`src/rtl/seg_disp_pkg.sv`:
```
// Shared constants for the seven-segment display arbiter: nibble codes,
// banner words and the arbiter state encoding.
package seg_disp_pkg;

  localparam logic [3:0] CODE_E     = 4'hA;
  localparam logic [3:0] CODE_N     = 4'hB;
  localparam logic [3:0] CODE_D     = 4'hC;
  localparam logic [3:0] CODE_DASH  = 4'hD;
  localparam logic [3:0] CODE_BLANK = 4'hE;

  localparam logic [31:0] DISP_IDLE = {8{CODE_DASH}};
  // Five blanks followed by "End", right-aligned on the display.
  localparam logic [31:0] DISP_END  = {{5{CODE_BLANK}}, CODE_E, CODE_N, CODE_D};

  typedef enum logic [1:0] {
    IDLE   = 2'd0,
    OWNED  = 2'd1,
    HALTED = 2'd2
  } state_t;

endpackage

```
`src/rtl/seg_display_arbiter_rr_pick.sv`:
```
// Combinational round-robin picker: returns the first requester at or after
// start_idx (wrapping) whose request is set and not masked by excl.
module rr_pick #(
  parameter int N_REQ = 4,
  parameter int IW    = $clog2(N_REQ)
) (
  input  logic [N_REQ-1:0] req,
  input  logic [IW-1:0]    start_idx,
  input  logic [N_REQ-1:0] excl,
  output logic             found,
  output logic [IW-1:0]    idx
);

  logic [IW-1:0]    cand_idx [N_REQ];
  logic [N_REQ-1:0] hit;

  // Candidate gi is the gi-th position in search order from start_idx.
  for (genvar gi = 0; gi < N_REQ; gi++) begin : g_cand
    logic [IW:0] sum;
    assign sum          = {1'b0, start_idx} + (IW+1)'(gi);
    assign cand_idx[gi] = (sum >= (IW+1)'(N_REQ)) ? IW'(sum - (IW+1)'(N_REQ)) : IW'(sum);
    assign hit[gi]      = req[cand_idx[gi]] & ~excl[cand_idx[gi]];
  end

  always_comb begin
    found = 1'b0;
    idx   = '0;
    for (int k = N_REQ - 1; k >= 0; k--) begin
      if (hit[k]) begin
        found = 1'b1;
        idx   = cand_idx[k];
      end
    end
  end

endmodule

```
`src/rtl/seg_display_arbiter.sv`:
```
// Round-robin owner of the 8-digit display with minimum dwell per owner,
// dash pattern when idle and a sticky "End" banner once the CPU halts.
module seg_display_arbiter
  import seg_disp_pkg::*;
#(
  parameter int N_REQ       = 4,
  parameter int HOLD_CYCLES = 50_000_000
) (
  input  logic                      clk,
  input  logic                      rst_n,
  input  logic [N_REQ-1:0]          req,
  input  logic [32*N_REQ-1:0]       req_value,
  input  logic                      halt,
  output logic [N_REQ-1:0]          grant,
  output logic [$clog2(N_REQ)-1:0]  owner_idx,
  output logic [31:0]               disp_value,
  output logic                      halted
);

  localparam int IW = $clog2(N_REQ);
  localparam int CW = $clog2(HOLD_CYCLES + 1);
  localparam logic [CW-1:0] CNT_LOAD = CW'(HOLD_CYCLES - 1);

  state_t           state_reg, state_next;
  logic [N_REQ-1:0] grant_reg, grant_next;
  logic [IW-1:0]    owner_reg, owner_next;
  logic [31:0]      disp_reg, disp_next;
  logic             halted_reg, halted_next;
  logic [CW-1:0]    cnt_reg, cnt_next;

  logic [IW-1:0]    start_idx;
  logic [N_REQ-1:0] excl_mask;
  logic             pick_found;
  logic [IW-1:0]    pick_idx;

  // Search always begins just after the current/last owner; while owning,
  // the owner itself is excluded so a rotation never re-picks it.
  assign start_idx = (owner_reg == IW'(N_REQ - 1)) ? '0 : owner_reg + IW'(1);
  assign excl_mask = (state_reg == OWNED) ? (N_REQ'(1) << owner_reg) : '0;

  rr_pick #(
    .N_REQ (N_REQ),
    .IW    (IW)
  ) u_rr_pick (
    .req       (req),
    .start_idx (start_idx),
    .excl      (excl_mask),
    .found     (pick_found),
    .idx       (pick_idx)
  );

  always_ff @(posedge clk or negedge rst_n) begin
    if (!rst_n) begin
      state_reg  <= IDLE;
      grant_reg  <= '0;
      owner_reg  <= IW'(N_REQ - 1);
      disp_reg   <= DISP_IDLE;
      halted_reg <= 1'b0;
      cnt_reg    <= '0;
    end else begin
      state_reg  <= state_next;
      grant_reg  <= grant_next;
      owner_reg  <= owner_next;
      disp_reg   <= disp_next;
      halted_reg <= halted_next;
      cnt_reg    <= cnt_next;
    end
  end

  always_comb begin
    state_next  = state_reg;
    grant_next  = grant_reg;
    owner_next  = owner_reg;
    disp_next   = disp_reg;
    halted_next = halted_reg;
    cnt_next    = cnt_reg;

    case (state_reg)
      IDLE: begin
        if (halt) begin
          state_next  = HALTED;
          grant_next  = '0;
          disp_next   = DISP_END;
          halted_next = 1'b1;
          cnt_next    = '0;
        end else if (pick_found) begin
          state_next = OWNED;
          grant_next = N_REQ'(1) << pick_idx;
          owner_next = pick_idx;
          disp_next  = req_value[32*pick_idx +: 32];
          cnt_next   = CNT_LOAD;
        end else begin
          grant_next = '0;
          disp_next  = DISP_IDLE;
        end
      end

      OWNED: begin
        if (halt) begin
          state_next  = HALTED;
          grant_next  = '0;
          disp_next   = DISP_END;
          halted_next = 1'b1;
          cnt_next    = '0;
        end else if ((!req[owner_reg] || cnt_reg == '0) && pick_found) begin
          // Released owner or expired dwell with someone else waiting.
          grant_next = N_REQ'(1) << pick_idx;
          owner_next = pick_idx;
          disp_next  = req_value[32*pick_idx +: 32];
          cnt_next   = CNT_LOAD;
        end else if (!req[owner_reg]) begin
          state_next = IDLE;
          grant_next = '0;
          disp_next  = DISP_IDLE;
          cnt_next   = '0;
        end else begin
          cnt_next  = (cnt_reg == '0) ? '0 : cnt_reg - CW'(1);
          disp_next = req_value[32*owner_reg +: 32];
        end
      end

      HALTED: begin
        grant_next  = '0;
        disp_next   = DISP_END;
        halted_next = 1'b1;
      end

      default: begin
        state_next = IDLE;
        grant_next = '0;
        disp_next  = DISP_IDLE;
      end
    endcase
  end

  assign grant      = grant_reg;
  assign owner_idx  = owner_reg;
  assign disp_value = disp_reg;
  assign halted     = halted_reg;

endmodule

```
`config.mk`:
```
export PLATFORM = sky130hd
export DESIGN_NAME = seg_display_arbiter
export DESIGN_NICKNAME = d
export VERILOG_FILES = /design/src/rtl/seg_disp_pkg.sv /design/src/rtl/seg_display_arbiter_rr_pick.sv /design/src/rtl/seg_display_arbiter.sv
export SDC_FILE = /design/constraint.sdc
export NUM_CORES = 1
export LEC_CHECK = 0
export CAP_MARGIN = 0
export CELL_PAD_IN_SITES_DETAIL_PLACEMENT = 1
export CELL_PAD_IN_SITES_GLOBAL_PLACEMENT = 2
export CORE_ASPECT_RATIO = 0.8
export CORE_UTILIZATION = 29
export DETAILED_ROUTE_END_ITERATION = 8
export GPL_TIMING_DRIVEN = 0
export PLACE_DENSITY = 0.84
export SKIP_CTS_REPAIR_TIMING = 1
export SKIP_LAST_GASP = 1
export SLEW_MARGIN = 20
export SYNTH_ARGS = -nofsm -noshare
export SYNTH_HDL_FRONTEND = slang
export SYNTH_SLANG_ARGS = --single-unit
```
`constraint.sdc`:
```
create_clock -name clk -period 4 [get_ports clk]
set_input_delay 0.8 -clock clk [delete_from_list [all_inputs] [get_ports clk]]
set_output_delay 0.8 -clock clk [all_outputs]
set_load 0.05 [all_outputs]
```
==> qor.txt, run 1 <==
Netlist cell types: 75
Crit. End Element: register
Launch point of the worst path: owner_idx[1]
Reg2reg start: owner_idx[1]
Asr flop ratio synth: 100%
Placer Congestion: 0.811
Critical path type: register to register
Hold/Removal Path Class: primary input to async pin
# setup viols final: 0
I/O pins: 174
Mux cell area share after synthesis: 28.7%
Initial Util: 29.8%
Largest family of logic cells by synthesized area: multiplexers
Min setup slack post-route: 0.457 ns
Total global routing overflow: 0
Remaining antenna violation count: 0
DR vias/cell: 5.52
Max reg flops: 32
Clk slew on worst S/H paths: 0.06 ns
Clock Latency Late Sink: 0.35 ns
Max cap viols: 0
Synth-to-Final Area Change: 41.9%
Post-Synth Adder-Cell Area: 1.10%
Worst slew pin tran: 1.02 ns
Dpl cells: 978
Post-route insts no fill: 993
CP Data Required Time: 4.28 ns
Die area: 0.0202 mm^2
Area post-placement: 0.00773 mm^2
TritonCTS clock tree: built
Maximum vdd drop: 216 uV
Pre-CTS WS: -0.233 ns
Die span in y: 127 um
H-tree Lvls: 3
First-pass GRT wire length: 33500 um
Port bufs: 171
Pins Over Slew Limit: 0
CTS Buffer Depth: 2
GRT Total Usage: 21.9%
Antenna violations before repair: 0
Final core utilization: 42.2%
Most frequent cells in the layout: clkdlybuf4s50_1 (170), mux2i_1 (69), dfrtp_1 (41), nand2_1 (37), mux4_2 (32)
Final hold violation count: 0
Dpl hpwl: 17000 um
RSZ-0062 raised after global routing: false
Mapped Cells: 548
Tmin final: 3.54 ns
Power density over the cells: 609 mW/mm^2
Area of the mapped netlist: 0.00568 mm^2
Die W: 159 um
Core area: 0.0191 mm^2
Post-route clock period utilization: 88.6%
Most common cell after layout, fill and taps aside: clkdlybuf4s50_1
Final-layout fill cell count: 2112
Fin area: 0.00806 mm^2
Synth Area per Inst: 10.4 um^2
Share of cells above drive strength 1: 21.4%
Main synth FF type: dfrtp_1
DR iter-0 viols: 368
Syn_nets: 688
LEAKAGE: 3.22 nW
Skew final: 0.0134 ns
Rows: 45
Compound-Gate Fraction of Synth Area: 20.5%
Crit path arrival time: 3.83 ns
Worst-case reg-to-reg path depth: 11
Fmax: 0.282 GHz
Routed len/inst: 21.8 um
Antenna cells: 0
DR pass1 iterations: 4
Detailed Route WL: 21600 um
Synthesis Warnings: 0
Clk sinks: 67
Inserted Clock Buffers: 9
Overall power: 0.00491 W
Clock Tree Root: clkbuf_16
Post-synthesis simple-gate area fraction: 13.5%
Worst R2R End: grant[3]
Status: complete, no violations
Number of synthesized flops with an enable pin: 0
Critical Path Sink: grant[3]
Residual DRC count: 0
Nets: 870
Seq/Total Area, Yosys: 30.1%
Flop-to-flop setup slack: 0.46 ns
Rel. slew slack: 30.3%
Xor and xnor fraction of the mapped netlist area: 0.462%
CP startpoint kind: register
Seq cells post-synth: 67
Largest net degree at the start of global routing: 36
Vias in the first global route: 5805
Routed vias: 5486
Critical Path Fanout Max: 18
[worst min path at each step]
| stage | startpoint | to | slack (ns) | cells past startpoint |
|---|---|---|---|---|
| after floorplan | cnt_reg[25] | cnt_reg[25] | 0.48 | 1 |
| after global placement | halted | halted | 0.45 | 1 |
| after detailed placement | halted | halted | 0.47 | 1 |
| after CTS | rst_n | disp_value[29] | 0.43 | 1 |
| after global routing | rst_n | disp_value[29] | 0.45 | 1 |
| final | rst_n | disp_value[29] | 0.42 | 1 |
[metal layers]
metal  track usage, %  share of wire, %  up-vias
li1                 -                 -     2512
met1             30.9                46     2802
met2             34.9                47      154
met3             3.56               5.7       18
met4             5.37               1.3        0
met5                0                 0        -
[cell families (layout without fill, tap and decap cells)]
family / count (synthesis) / in the layout
AO/OA/AOI/OAI: 156 / 156
AND/OR/NAND/NOR: 133 / 133
multiplexers: 119 / 119
flip-flops: 67 / 67
buffers and inverters: 65 / 252
adder cells (fa/ha/maj): 5 / 5
XOR/XNOR: 3 / 3
[cell usage after synthesis (5+ instances only)]
library cell	n	area, um^2
o22a_1	26	228
a22o_1	7	61.3
inv_1	23	86.3
a31oi_1	17	106
nand4_1	11	68.8
a21oi_1	24	120
mux2_2	12	135
nor3_1	18	90.1
buf_2	18	90.1
nand2_1	37	139
ha_1	5	62.6
dfrtp_1	41	1030
mux4_2	32	721
buf_4	10	75.1
o221ai_1	8	70.1
dfstp_2	26	683
nor2_1	23	86.3
a21o_1	6	45.0
mux2i_1	69	691
o21ai_0	19	95.1
clkbuf_1	10	37.5
nor4_1	5	31.3
a31o_2	5	43.8
[worst max-delay path, cell delays in order (launching register included)]
cell	delay (ns)
dfstp_2	0.59
buf_4	0.30
clkbuf_2	0.36
inv_1	0.11
ha_1	0.19
nand3b_1	0.22
a22oi_1	0.23
a211oi_1	0.57
o21ai_2	0.25
buf_2	0.27
nor2_1	0.20
a22o_1	0.16
[final cells by class]
type | instances | area [um^2] | area share, %
clock inverters | 7 | 106 | 1.32
clock buffers | 9 | 225 | 2.79
repair buffers | 172 | 1730 | 21.4
multi-input cells | 416 | 3650 | 45.2
well taps | 258 | 323 | 4.00
plain buffers | 41 | 238 | 2.95
inverters | 23 | 86.3 | 1.07
flip-flops and latches | 67 | 1710 | 21.2
[metrics by stage]
step           hold slack, ns  TNS, ns
6_report                0.416        0
5_1_grt                 0.454        0
4_1_cts                 0.425    -4.86
3_5_place_dp            0.475    -5.16
3_3_place_gp            0.452   -23.28
2_1_floorplan           0.483        0
[power breakdown]
group / leakage (nW) / internal, W / switching, W / total (W)
clock network: 0.163 / 0.000558 / 0.000356 / 0.000914
registers: 0.748 / 0.000857 / 0.000166 / 0.00102
logic: 2.31 / 0.00136 / 0.00162 / 0.00298
(Power assumes the default switching activity.)
==> run 2, diff against run 1 <==
Settings changed: RECOVER_POWER from default to 25.
==> qor.txt, run 2 (synthesis results as in run 1) <==
CP Data Required Time: 4.28 ns
Die span in y: 127 um
Clock Tree Root: clkbuf_16
TritonCTS clock tree: built
Maximum vdd drop: 216 uV
Core area: 0.0191 mm^2
Final hold violation count: 0
Max reg flops: 32
Fin area: 0.00805 mm^2
LEAKAGE: 3.21 nW
Die area: 0.0202 mm^2
CTS Buffer Depth: 2
Hold path start: halted
# setup viols final: 0
Largest net degree at the start of global routing: 36
Share of cells above drive strength 1: 21.2%
Vias in the first global route: 5805
Critical Path Fanout Max: 18
Antenna cells: 0
Final-layout fill cell count: 2114
DR vias/cell: 5.51
Register Area: 0.00171 mm^2
Placer Congestion: 0.811
DR pass1 iterations: 4
Dpl hpwl: 17000 um
Synth-to-Final Area Change: 41.6%
Crit. End Element: register
Crit path arrival time: 3.83 ns
Initial Util: 29.8%
Critical path type: register to register
Rows: 45
DR iter-0 viols: 368
Max cap viols: 1
Die W: 159 um
Setup_tns: 0 ns
Clock Latency Late Sink: 0.35 ns
Hold endpoint: halted
Residual DRC count: 0
Hold Crit Depth: 1
Detailed Route WL: 21700 um
Area used by multi-input combinational logic: 0.00365 mm^2
Most common cell after layout, fill and taps aside: clkdlybuf4s50_1
Inserted Clock Buffers: 9
Routed vias: 5476
Failing checks: max-capacitance violations, max-slew violations
Post-route clock period utilization: 88.7%
Worst R2R End: disp_value[12]
Fmax: 0.282 GHz
Nets: 870
Worst slew pin tran: 2.05 ns
Power density over the cells: 610 mW/mm^2
Rel. slew slack: -37.0%
I/O pins: 174
Area post-placement: 0.00773 mm^2
Reg2reg start: owner_idx[1]
Most frequent cells in the layout: clkdlybuf4s50_1 (170), mux2i_1 (69), dfrtp_1 (41), nand2_1 (37), mux4_2 (32)
GRT Total Usage: 21.9%
Overall power: 0.00491 W
Hold/Removal Path Class: register to register
First-pass GRT wire length: 33500 um
CP startpoint kind: register
Status: finished, violations left
Antenna violations before repair: 0
H-tree Lvls: 3
Tmin final: 3.55 ns
Port bufs: 171
Clk slew on worst S/H paths: 0.06 ns
RSZ-0062 raised after global routing: false
Worst-case reg-to-reg path depth: 11
Flop-to-flop setup slack: 0.45 ns
Skew final: 0.0137 ns
Clk sinks: 67
Routed len/inst: 21.8 um
Pins Over Slew Limit: 34
Total global routing overflow: 0
Remaining antenna violation count: 0
-- run 2: how the worst max path moves through the flow --
stage            startpoint              to  slack (ns)  cells after the start
2_1_floorplan  owner_idx[1]  disp_value[12]        0.63                     12
3_3_place_gp          rst_n      cnt_reg[7]       -0.42                      1
3_5_place_dp   owner_idx[1]  disp_value[12]       -0.23                     12
4_1_cts        owner_idx[1]        grant[3]       -0.23                     12
5_1_grt        owner_idx[1]        grant[3]        0.18                     11
6_report       owner_idx[1]  disp_value[12]        0.45                     11
-- run 2: per-layer routing --
metal | up-vias | part of all wire [%] | GRT usage [%] | routed length [um]
met2 | 157 | 47 | 34.9 | 10100
met3 | 18 | 6.1 | 3.56 | 1320
met1 | 2789 | 46 | 30.9 | 9990
li1 | 2512 | - | - | -
met4 | 0 | 1.2 | 5.37 | 266
met5 | - | 0 | 0 | 0
-- run 2: layout make-up --
| cell class | count | area share (%) |
|---|---|---|
| clock buffer | 9 | 2.80 |
| buffer | 41 | 2.95 |
| multi-input combinational | 416 | 45.3 |
| timing repair buffer | 172 | 21.3 |
| tap | 258 | 4.01 |
| clock inverter | 7 | 1.32 |
| sequential | 67 | 21.2 |
| inverter | 23 | 1.07 |
-- run 2: where the power goes --
part / internal (W) / total (W) / switching (W) / leakage, nW
Combinational: 0.00136 / 0.00297 / 0.00161 / 2.30
Sequential: 0.000857 / 0.00102 / 0.000166 / 0.748
Clock: 0.000558 / 0.000914 / 0.000356 / 0.163
Total: 0.00277 / 0.00491 / 0.00214 / 3.21
-- run 2: critical path: stages (launching register included) --
cell      delay (ns)
dfstp_2         0.59
buf_4           0.30
clkbuf_2        0.36
inv_1           0.11
ha_1            0.19
nand3b_1        0.22
a22oi_1         0.23
and2_1          0.31
a21oi_1         0.38
buf_2           0.34
nand4_1         0.14
a31o_2          0.30
-- run 2: through the flow --
stage	utilization (%)	setup WS, ns	std cells	hold WS (ns)
3_5_place_dp	40.5	-0.233	978	0.475
3_3_place_gp	40.4	-0.422	977	0.452
5_1_grt	42.2	0.184	993	0.498
2_1_floorplan	-	0.633	548	0.483
4_1_cts	42.3	-0.225	994	0.425
6_report	42.2	0.453	993	0.494
==> run 3, diff against run 2 <==
Settings changed: CORE_ASPECT_RATIO 0.8 to default.
==> qor.txt, run 3 (synthesis results as in run 1) <==
TritonCTS clock tree: built
Clock share of power: 18.4%
Clock Tree Root: clkbuf_16
CP max-delay cell: dfstp_2
Status: finished, violations left
DR pass1 iterations: 4
Detailed Route WL: 21300 um
Max cap viols: 1
WP buf/inv: 4
GRT Total Usage: 21.7%
Initial Util: 30.0%
Routed vias: 5485
Setup_tns: 0 ns
Worst hold slack: 0.480 ns
Final hold violation count: 0
Critical path, cell by cell: buf_4 > clkbuf_2 > inv_1 > ha_1 > nand3b_1 > a22oi_1 > and2_1 > a21oi_1 > buf_2 > nand4_1 > a31o_2
Rel. slew slack: -38.4%
Int Power: 0.00276 W
I/O pins: 174
First-pass GRT wire length: 33200 um
Vias in the first global route: 6188
Portion of total power attributed to combinational logic: 60.6%
Most common cell after layout, fill and taps aside: clkdlybuf4s50_1
Pins Over Slew Limit: 37
Hold Crit Depth: 1
Residual DRC count: 0
Rows: 50
Critical Path Fanout Max: 18
Reg2reg start: owner_idx[1]
Most frequent cells in the layout: clkdlybuf4s50_1 (170), mux2i_1 (69), dfrtp_1 (41), nand2_1 (37), mux4_2 (32)
Net Sw Frac: 43.3%
Area used by multi-input combinational logic: 0.00365 mm^2
Max reg flops: 32
Final core utilization: 42.4%
Hold/Removal Path Class: register to register
Nets: 870
Final-layout fill cell count: 2126
Skew final: 0.00661 ns
H-tree Lvls: 3
Share of cells above drive strength 1: 21.2%
Tmin final: 3.61 ns
Worst R2R End: disp_value[12]
Routed len/inst: 21.4 um
Max incr delay on CP: 0.60 ns
Dpl hpwl: 16600 um
Clk slew on worst S/H paths: 0.06 ns
Worst slew pin tran: 2.08 ns
Clk sinks: 67
CP Data Required Time: 4.28 ns
LEAKAGE: 3.20 nW
CP startpoint kind: register
Inserted Clock Buffers: 9
Remaining antenna violation count: 0
Flop pwr share: 21.0%
Core area: 0.0190 mm^2
Hold endpoint: halted
Die area: 0.0202 mm^2
Net load switching power: 0.00211 W
DR vias/cell: 5.51
Synth-to-Final Area Change: 41.5%
Total global routing overflow: 0
Fmax: 0.277 GHz
Die span in y: 142 um
Antenna violations before repair: 0
Worst-case reg-to-reg path depth: 11
Antenna cells: 0
Clock Latency Late Sink: 0.35 ns
Crit path arrival time: 3.89 ns
Failing checks: max-capacitance violations, max-slew violations
Placer Congestion: 0.857
Hold path start: halted
RSZ-0062 raised after global routing: false
Maximum vdd drop: 357 uV
Largest net degree at the start of global routing: 37
Power density over the cells: 606 mW/mm^2
Critical path type: register to register
Port bufs: 171
DR iter-0 viols: 175
Flop-to-flop setup slack: 0.39 ns
# setup viols final: 0
Worst path top cell family by delay: buffers and inverters
Die W: 142 um
CTS Buffer Depth: 2
Crit. End Element: register
Post-route clock period utilization: 90.2%
Register Area: 0.00171 mm^2
run 3: layer usage:
metal	vias up	share of wire (%)	track usage, %
met5	-	0	0
met4	0	2.2	7.64
met3	30	7.2	7.57
met2	158	52	38.3
met1	2783	39	24.0
li1	2514	-	-
run 3: stage by stage:
stage / cells / instance area, um^2 / power, W / worst slack, ns
6_report: 995 / 8040 / 0.00487 / 0.393
5_1_grt: 995 / 8040 / 0.00516 / 0.181
4_1_cts: 996 / 8060 / 0.00493 / -0.416
3_5_place_dp: 980 / 7740 / 0.00400 / -0.388
3_3_place_gp: 979 / 7720 / 0.00390 / -0.514
2_1_floorplan: 548 / 5680 / 0.00317 / 0.633
run 3: cell type report:
class	count	share of cell area [%]
flip-flops and latches	67	21.3
repair buffers	172	21.3
multi-input cells	416	45.3
well taps	260	4.04
clock buffers	9	2.80
clock inverters	7	1.26
plain buffers	41	2.96
inverters	23	1.07
run 3: power groups by stage:
stage | Combinational, W | Sequential [W] | Clock [W]
global route | 0.00317 | 0.00104 | 0.000949
floorplan | 0.00197 | 0.00119 | 0
CTS | 0.00299 | 0.00102 | 0.000922
finish | 0.00296 | 0.00102 | 0.000896
global placement | 0.00288 | 0.00102 | 0
detailed placement | 0.00297 | 0.00103 | 0
run 3: worst max path at each step:
stage                       startpoint              to  depth (start not counted)
final                     owner_idx[1]  disp_value[12]                         11
after global routing      owner_idx[1]  disp_value[12]                         11
after CTS                 owner_idx[1]  disp_value[12]                         12
after detailed placement  owner_idx[1]  disp_value[12]                         12
after global placement           rst_n        grant[0]                          1
after floorplan           owner_idx[1]  disp_value[12]                         12
